<file path="config.mk">
export PLATFORM = sky130hd
export DESIGN_NAME = task1_rom
export DESIGN_NICKNAME = d
export VERILOG_FILES = /design/src/rtl/task1_rom.sv
export SDC_FILE = /design/constraint.sdc
export NUM_CORES = 1
export LEC_CHECK = 0
export CAP_MARGIN = 10
export CELL_PAD_IN_SITES_DETAIL_PLACEMENT = 0
export CELL_PAD_IN_SITES_GLOBAL_PLACEMENT = 2
export CORE_MARGIN = 2
export CORE_UTILIZATION = 20
export CTS_CLUSTER_SIZE = 20
export DETAILED_ROUTE_END_ITERATION = 8
export PLACE_DENSITY_LB_ADDON = 0.1
export SLEW_MARGIN = 40
export SYNTH_ARGS = -nofsm -noshare
export SYNTH_HDL_FRONTEND = slang
export SYNTH_SLANG_ARGS = --single-unit
</file>
<file path="constraint.sdc">
create_clock -name clk -period 0.9 [get_ports clk]
set_clock_uncertainty 0.05 [all_clocks]
set_input_delay 0.18 -clock clk [delete_from_list [all_inputs] [get_ports clk]]
set_output_delay 0.18 -clock clk [all_outputs]
set_load 0.02 [all_outputs]
</file>
<file path="src/rtl/task1_rom.sv">
// Purpose : fixed instruction image for Task 1 of the 10-bit teaching CPU.
// Latency : 1 cycle, so the word addressed before edge N appears after edge N.
// Backpres: none; a new address is accepted every cycle and there is no stall input.
//
// Ports:
//   clk        - system clock, rising-edge active
//   rst_n      - asynchronous active-low reset; forces read_data to the nop word 0
//   address    - word address driven by the fetch stage
//   read_data  - registered instruction word
module task1_rom #(
    parameter int DATA_W = 10,
    parameter int ADDR_W = 10,
    parameter int DEPTH  = 1024
) (
    input  logic              clk,
    input  logic              rst_n,
    input  logic [ADDR_W-1:0] address,
    output logic [DATA_W-1:0] read_data
);

    // The decode below covers the full address space only when DEPTH matches it.
    if (DEPTH != (2 ** ADDR_W)) begin : g_depth_check
        $error("task1_rom: DEPTH must equal 2**ADDR_W");
    end

    logic [DATA_W-1:0] read_data_d;
    logic [DATA_W-1:0] read_data_q;

    // Program image. Every address outside 0..6 holds the nop word.
    always_comb begin
        read_data_d = '0;
        case (address)
            ADDR_W'(0): read_data_d = DATA_W'(10'b0000000001); // sub t0,t0,t0
            ADDR_W'(1): read_data_d = DATA_W'(10'b1101010000); // load s0, 0(s0)
            ADDR_W'(2): read_data_d = DATA_W'(10'b1101011001); // load s1, 1(s0)
            ADDR_W'(3): read_data_d = DATA_W'(10'b0000000000); // nop, register write settles
            ADDR_W'(4): read_data_d = DATA_W'(10'b0110100000); // add t1,t0,t1
            ADDR_W'(5): read_data_d = DATA_W'(10'b1110110011); // store result, 2(s0)
            ADDR_W'(6): read_data_d = DATA_W'(10'b0010000010); // halt
            default:    read_data_d = '0;
        endcase
    end

    always_ff @(posedge clk or negedge rst_n) begin
        if (!rst_n) begin
            read_data_q <= '0;
        end else begin
            read_data_q <= read_data_d;
        end
    end

    assign read_data = read_data_q;

endmodule

</file>
==> results.yml, run 1 <==
power:
  seq_power_share_pct: 48.3
  power_frac_comb_pct: 18.3
  share_clk_of_total_power_pct: 33.3
  p_leak_nw: 0.297
  p_int_uw: 580
  peakVddDrop_mv: 0.353
  switching_power_uw: 168
  power.density_nw_per_um2: 1060
  switching_share_pct: 22.5
timing:
  setup_viol: 17
  tns_ns: -1.59
  fin_crit_sh_pct: 119
  rsz0062_at_grt: "yes"
  fin_crit_ns: 1.07
  hold_ws_ns: 0.154
  fmax_ghz: 0.932
  drv_slew: 0
  hold_viol: 0
  fin_ws_ns: -0.173
final_layout:
  drive_gt1_share_pct: 63.0
  fin_cells: 79
  stdcell_area_um2: 707
  syn_to_final_growth_pct: 92.2
  nets: 68
  largest_reg_flops: 8
  diodes: 0
routing:
  routed_wl_um: 834
  wl_per_cell_um: 10.6
  drtIter0Drc: 0
  drc: 0
  ant_nets: 0
  firstDrtPassIters: 1
  vias: 325
  vias_per_cell: 4.11
clock_network:
  ctsLongestPathBuffers: 2
  cts.sinks: 8
  cts_hold_buffers: 0
  cts_root_buffer: "clkbuf_4"
  htreeDepth: 1
  numCtsBuffers: 3
  path_clk_slew_ns: 0.05
  cts_tree: "done"
setup_path:
  worstPathRequired_ns: 1.00
  cpMaxStageDelayCell: "or4_4"
  crit_chain: "clkbuf_2, or4_4, nor4_4"
  critical_path.top_delay_family: "simple AND/OR/NAND/NOR gates"
  crit_buf_inv: 1
  slowest_delay_ns: 0.63
  crit_path_end_kind: "flop"
  start_kind: "primary input"
  crit_type: "primary input to flop"
  worstPathMaxFanout: 8
  cp.arrival_ns: 1.17
floorplan:
  die_y_um: 46.9
  ioPinCount: 22
  fp-row-count: 15
  core_um2: 1730
  initial_core_util_pct: 21.3
  dieArea_um2: 2200
  die_w_um: 46.9
logic_synthesis:
  yosysSeqAreaShare_pct: 54.4
  synth-seq-cells: 8
  yosysUniqueCellTypes: 19
  syn-instance-count: 30
  syn_nets: 42
  post_synth.cell_area_avg_um2: 12.3
  ys.warnings.count: 0
  netlist_area_um2: 368
placed_design:
  placed_area_um2: 604
  dpl.cell_count: 74
  gp_congestion: 0.674
  portBuffers: 20
  detailedPlace.worstSlack_ns: -0.732
global_route:
  grt_usage_pct: 8.35
  antenna_found_initial: 0
  grt_overflow: 0
  grt_max_degree: 9
  grt_pass1_wl_um: 1250
  grt_pass1_vias: 306
status:
  violations: "setup timing"
  status: "finished with violations"
worst_hold_path:
  min_path_type: "primary input to asynchronous set/reset pin"
run:
  drv_cap: 0
Yosys cell counts:
cell       count  area share [%]
inv_1          1             1.0
nor4_1         2             3.4
nand2b_1       1             1.7
or3b_1         1             2.4
nor4_2         1             3.4
clkbuf_1       1             1.0
nor3_1         1             1.4
nand3b_1       1             2.0
buf_6          1             3.1
a2111oi_2      1             4.1
or3_1          1             1.7
conb_1         1             1.0
or4_4          1             3.1
xnor2_1        1             2.4
dfrtp_1        8              54
a211oi_1       3             6.1
buf_4          2             4.1
o21bai_1       1             2.0
or2_2          1             1.7
what timing repair did:
item,in CTS,in global routing
pin swaps,8,5
buffers inserted,1,1
endpoints found under the setup margin,17,17
resized for setup,83,6
cells in the final DEF, fill, tap and decap left out, drive strengths merged:
| cell type | n |
|---|---|
| nand2b | 1 |
| o21bai | 1 |
| dfrtp | 8 |
| a211oi | 3 |
| or3 | 1 |
| clkdlybuf4s50 | 1 |
| nor4 | 3 |
| conb | 1 |
| xnor2 | 1 |
| or3b | 1 |
| nand3b | 1 |
| dlygate4sd2 | 3 |
| clkinvlp | 1 |
| nor3 | 1 |
| buf | 17 |
| clkbuf | 4 |
| clkdlybuf4s15 | 3 |
| or2 | 1 |
| or4 | 1 |
| a2111oi | 1 |
layer usage:
metal	vias to the layer above	share of wire, %	global-route usage, %
met4	0	0.72	6.67
met1	148	41	9.65
met5	-	0	0
li1	154	-	-
met2	21	47	12.6
met3	2	10	2.69
power groups by stage:
stage          combinational, mW  sequential (mW)  clock [mW]
2_1_floorplan             0.0397            0.368           0
3_3_place_gp               0.112            0.367           0
3_5_place_dp               0.115            0.367           0
4_1_cts                    0.128            0.361       0.266
5_1_grt                    0.148            0.361       0.288
6_report                   0.137            0.362       0.249
cell type report:
| class | instances | area [µm²] |
|---|---|---|
| Sequential cell | 8 | 200 |
| Multi-Input combinational cell | 17 | 206 |
| Clock buffer | 3 | 22.5 |
| Fill cell | 176 | 1020 |
| Tap cell | 25 | 31.3 |
| Timing Repair Buffer | 25 | 239 |
| Inverter | 1 | 7.51 |
per-stage QoR:
stage | power, mW | util [%]
after CTS | 0.755 | 39.4
after global placement | 0.479 | 35.0
after floorplan | 0.408 | -
after global routing | 0.797 | 40.9
final | 0.748 | 40.9
after detailed placement | 0.483 | 35.0
worst max path at each step:
stage / endpoint / start / cells after the start / slack [ns]
6_report: read_data[6]$_DFF_PN0_ / address[6] / 3 / -0.17
2_1_floorplan: read_data[6]$_DFF_PN0_ / address[6] / 3 / -0.31
5_1_grt: read_data[6]$_DFF_PN0_ / address[6] / 3 / -0.20
3_5_place_dp: read_data[6]$_DFF_PN0_ / address[6] / 3 / -0.73
4_1_cts: read_data[7]$_DFF_PN0_ / address[3] / 3 / -0.19
3_3_place_gp: read_data[6]$_DFF_PN0_ / address[6] / 3 / -0.71
kinds of logic after synthesis:
group | synth area share, %
AO/OA/AOI/OAI | 12.2
XOR/XNOR | 2.38
buffers and inverters | 9.18
flip-flops | 54.4
other | 1.02
AND/OR/NAND/NOR | 20.8
No activity file was read; power rests on OpenSTA's default activity.
==> inputs of run 2 (changes only) <==
--- a/config.mk
+++ b/config.mk
@@ -10,9 +10,11 @@
 export CELL_PAD_IN_SITES_GLOBAL_PLACEMENT = 2
 export CORE_MARGIN = 2
 export CORE_UTILIZATION = 20
-export CTS_CLUSTER_SIZE = 20
+export CTS_CLUSTER_SIZE = 8
 export DETAILED_ROUTE_END_ITERATION = 8
 export PLACE_DENSITY_LB_ADDON = 0.1
+export REMOVE_ABC_BUFFERS = 1
+export SKIP_LAST_GASP = 1
 export SLEW_MARGIN = 40
 export SYNTH_ARGS = -nofsm -noshare
 export SYNTH_HDL_FRONTEND = slang
==> run 2 against run 1 <==
Effect of this change:
- global-route usage increased by 0.31 points
- largest cell class unchanged
- maximum frequency rose by 1.2%
- critical endpoint unchanged
- the run still ends with setup timing left
- highest routed layer unchanged
- total power up 0.64%
- worst hold slack worse by 0.0035 ns
- combinational power down 4%
- critical path type unchanged
- first-iteration DRC count grew 1
- critical path depth unchanged
- sequential power barely moved
- routed wire length fell by 0.60%
- cell count is 1.3% lower
==> results.yml, run 2 (synthesized netlist as in run 1, its figures left out) <==
setup_path:
  crit_type: "primary input to flop"
  worstPathRequired_ns: 1.00
  worstPathMaxFanout: 8
  crit_path_end_kind: "flop"
  cp.arrival_ns: 1.17
  start_kind: "primary input"
timing:
  fin_ws_ns: -0.161
  rsz0062_at_grt: "yes"
  fin_crit_ns: 1.06
  setup_viol: 17
  drv_slew: 0
  fin_crit_sh_pct: 118
  fmax_ghz: 0.943
  hold_viol: 0
worst_hold_path:
  min_path_type: "primary input to asynchronous set/reset pin"
final_layout:
  layout_common_cells: "buf_6 (13), dfrtp_1 (8)"
  drive_gt1_share_pct: 62.3
  syn_to_final_growth_pct: 89.8
  multi_input_area_um2: 203
  nets: 67
  nFillCells: 187
  largest_reg_flops: 8
  diodes: 0
  fin_cells: 78
  final_common_cell: "buf_6"
  seq_area_um2: 200
floorplan:
  die_y_um: 46.9
  core_um2: 1730
  ioPinCount: 22
  initial_core_util_pct: 21.3
  fp-row-count: 15
  dieArea_um2: 2200
  die_w_um: 46.9
placed_design:
  gp_congestion: 0.763
  portBuffers: 20
  place_hpwl_um: 595
  dpl.cell_count: 74
run:
  drv_cap: 0
status:
  violations: "setup timing"
  status: "finished with violations"
clock_network:
  numCtsBuffers: 3
  cts.sinks: 8
  htreeDepth: 1
  cts_tree: "done"
  path_clk_slew_ns: 0.05
  ctsLongestPathBuffers: 2
  cts_root_buffer: "clkbuf_4"
power:
  p_leak_nw: 0.296
  p_total_uw: 753
  peakVddDrop_mv: 0.429
  power.density_nw_per_um2: 1080
global_route:
  grt_pass1_vias: 333
  grt_max_degree: 9
  grt_usage_pct: 8.66
  grt_overflow: 0
  grt_pass1_wl_um: 1240
  antenna_found_initial: 0
routing:
  firstDrtPassIters: 2
  drtIter0Drc: 1
  vias_per_cell: 4.18
  vias: 326
  drc: 0
  routed_wl_um: 829
  ant_nets: 0
  wl_per_cell_um: 10.6
run 2: cell count changes in the layout (fill, tap and decap cells not counted):
cell        previous run  this run
buf_6                 12        13
nor3_2                 0         1
clkinvlp_4             1         0
nor4_2                 1         2
inv_1                  0         1
nor3_1                 1         0
buf_4                  3         2
buf_2                  2         1
nor4_4                 2         1
run 2: per-layer routing:
metal,vias to the layer above,GRT usage [%],wire (µm)
met5,-,0,0
met4,0,11.7,27
met3,2,1.15,68
met2,21,13.7,411
met1,151,8.47,320
li1,152,-,-
run 2: cell type report:
cell class,instances,area share (%)
Timing Repair Buffer,24,34.1
Inverter,1,0.538
Sequential cell,8,28.7
Clock buffer,3,3.23
Multi-Input combinational cell,17,29.0
Tap cell,25,4.48
run 2: critical path, stage by stage:
cell and delay [ns]:
clkbuf_2 0.08, or4_4 0.63, nor4_4 0.27
run 2: final timing paths:
| kind | startpoint | endpoint | cells past startpoint |
|---|---|---|---|
| worst min-delay path | rst_n | read_data[7]$_DFF_PN0_ | 1 |
| worst max-delay path | address[6] | read_data[6]$_DFF_PN0_ | 3 |
| min in group clk | address[3] | read_data[7]$_DFF_PN0_ | 3 |
| max in group asynchronous | rst_n | read_data[3]$_DFF_PN0_ | 1 |
run 2: what timing repair did:
action | in CTS | in global routing
endpoints found under the setup margin | 17 | 17
gates resized for setup | 83 | 7
pin swaps | 8 | 2
hold buffers | 0 | 0
setup buffers | 1 | 0
run 2: report_power, final:
group	total, mW	switching, mW	leakage [nW]	internal, mW
sequential	0.362	0.000404	0.112	0.361
clock	0.260	0.108	0.0138	0.152
combinational	0.132	0.0646	0.171	0.0671
total	0.753	0.173	0.296	0.580
run 2: stage by stage:
stage	TNS [ns]	utilization [%]	worst slack (ns)	instance area (µm²)	hold slack (ns)
after global routing	-1.99	40.4	-0.201	698	0.174
after floorplan	-1.75	-	-0.283	338	-0.166
after global placement	-7.55	34.3	-0.752	592	0.412
final	-1.58	40.4	-0.161	698	0.150
after detailed placement	-7.67	34.3	-0.728	592	0.418
after CTS	-1.57	38.8	-0.149	669	0.150
==> inputs of run 3 (changes only) <==
--- a/config.mk
+++ b/config.mk
@@ -15,7 +15,7 @@
 export PLACE_DENSITY_LB_ADDON = 0.1
 export REMOVE_ABC_BUFFERS = 1
 export SKIP_LAST_GASP = 1
-export SLEW_MARGIN = 40
+export SLEW_MARGIN = 20
 export SYNTH_ARGS = -nofsm -noshare
 export SYNTH_HDL_FRONTEND = slang
 export SYNTH_SLANG_ARGS = --single-unit
==> results of run 3 <==
No change in the layout: final DEF, timing and power equal those of run 2.
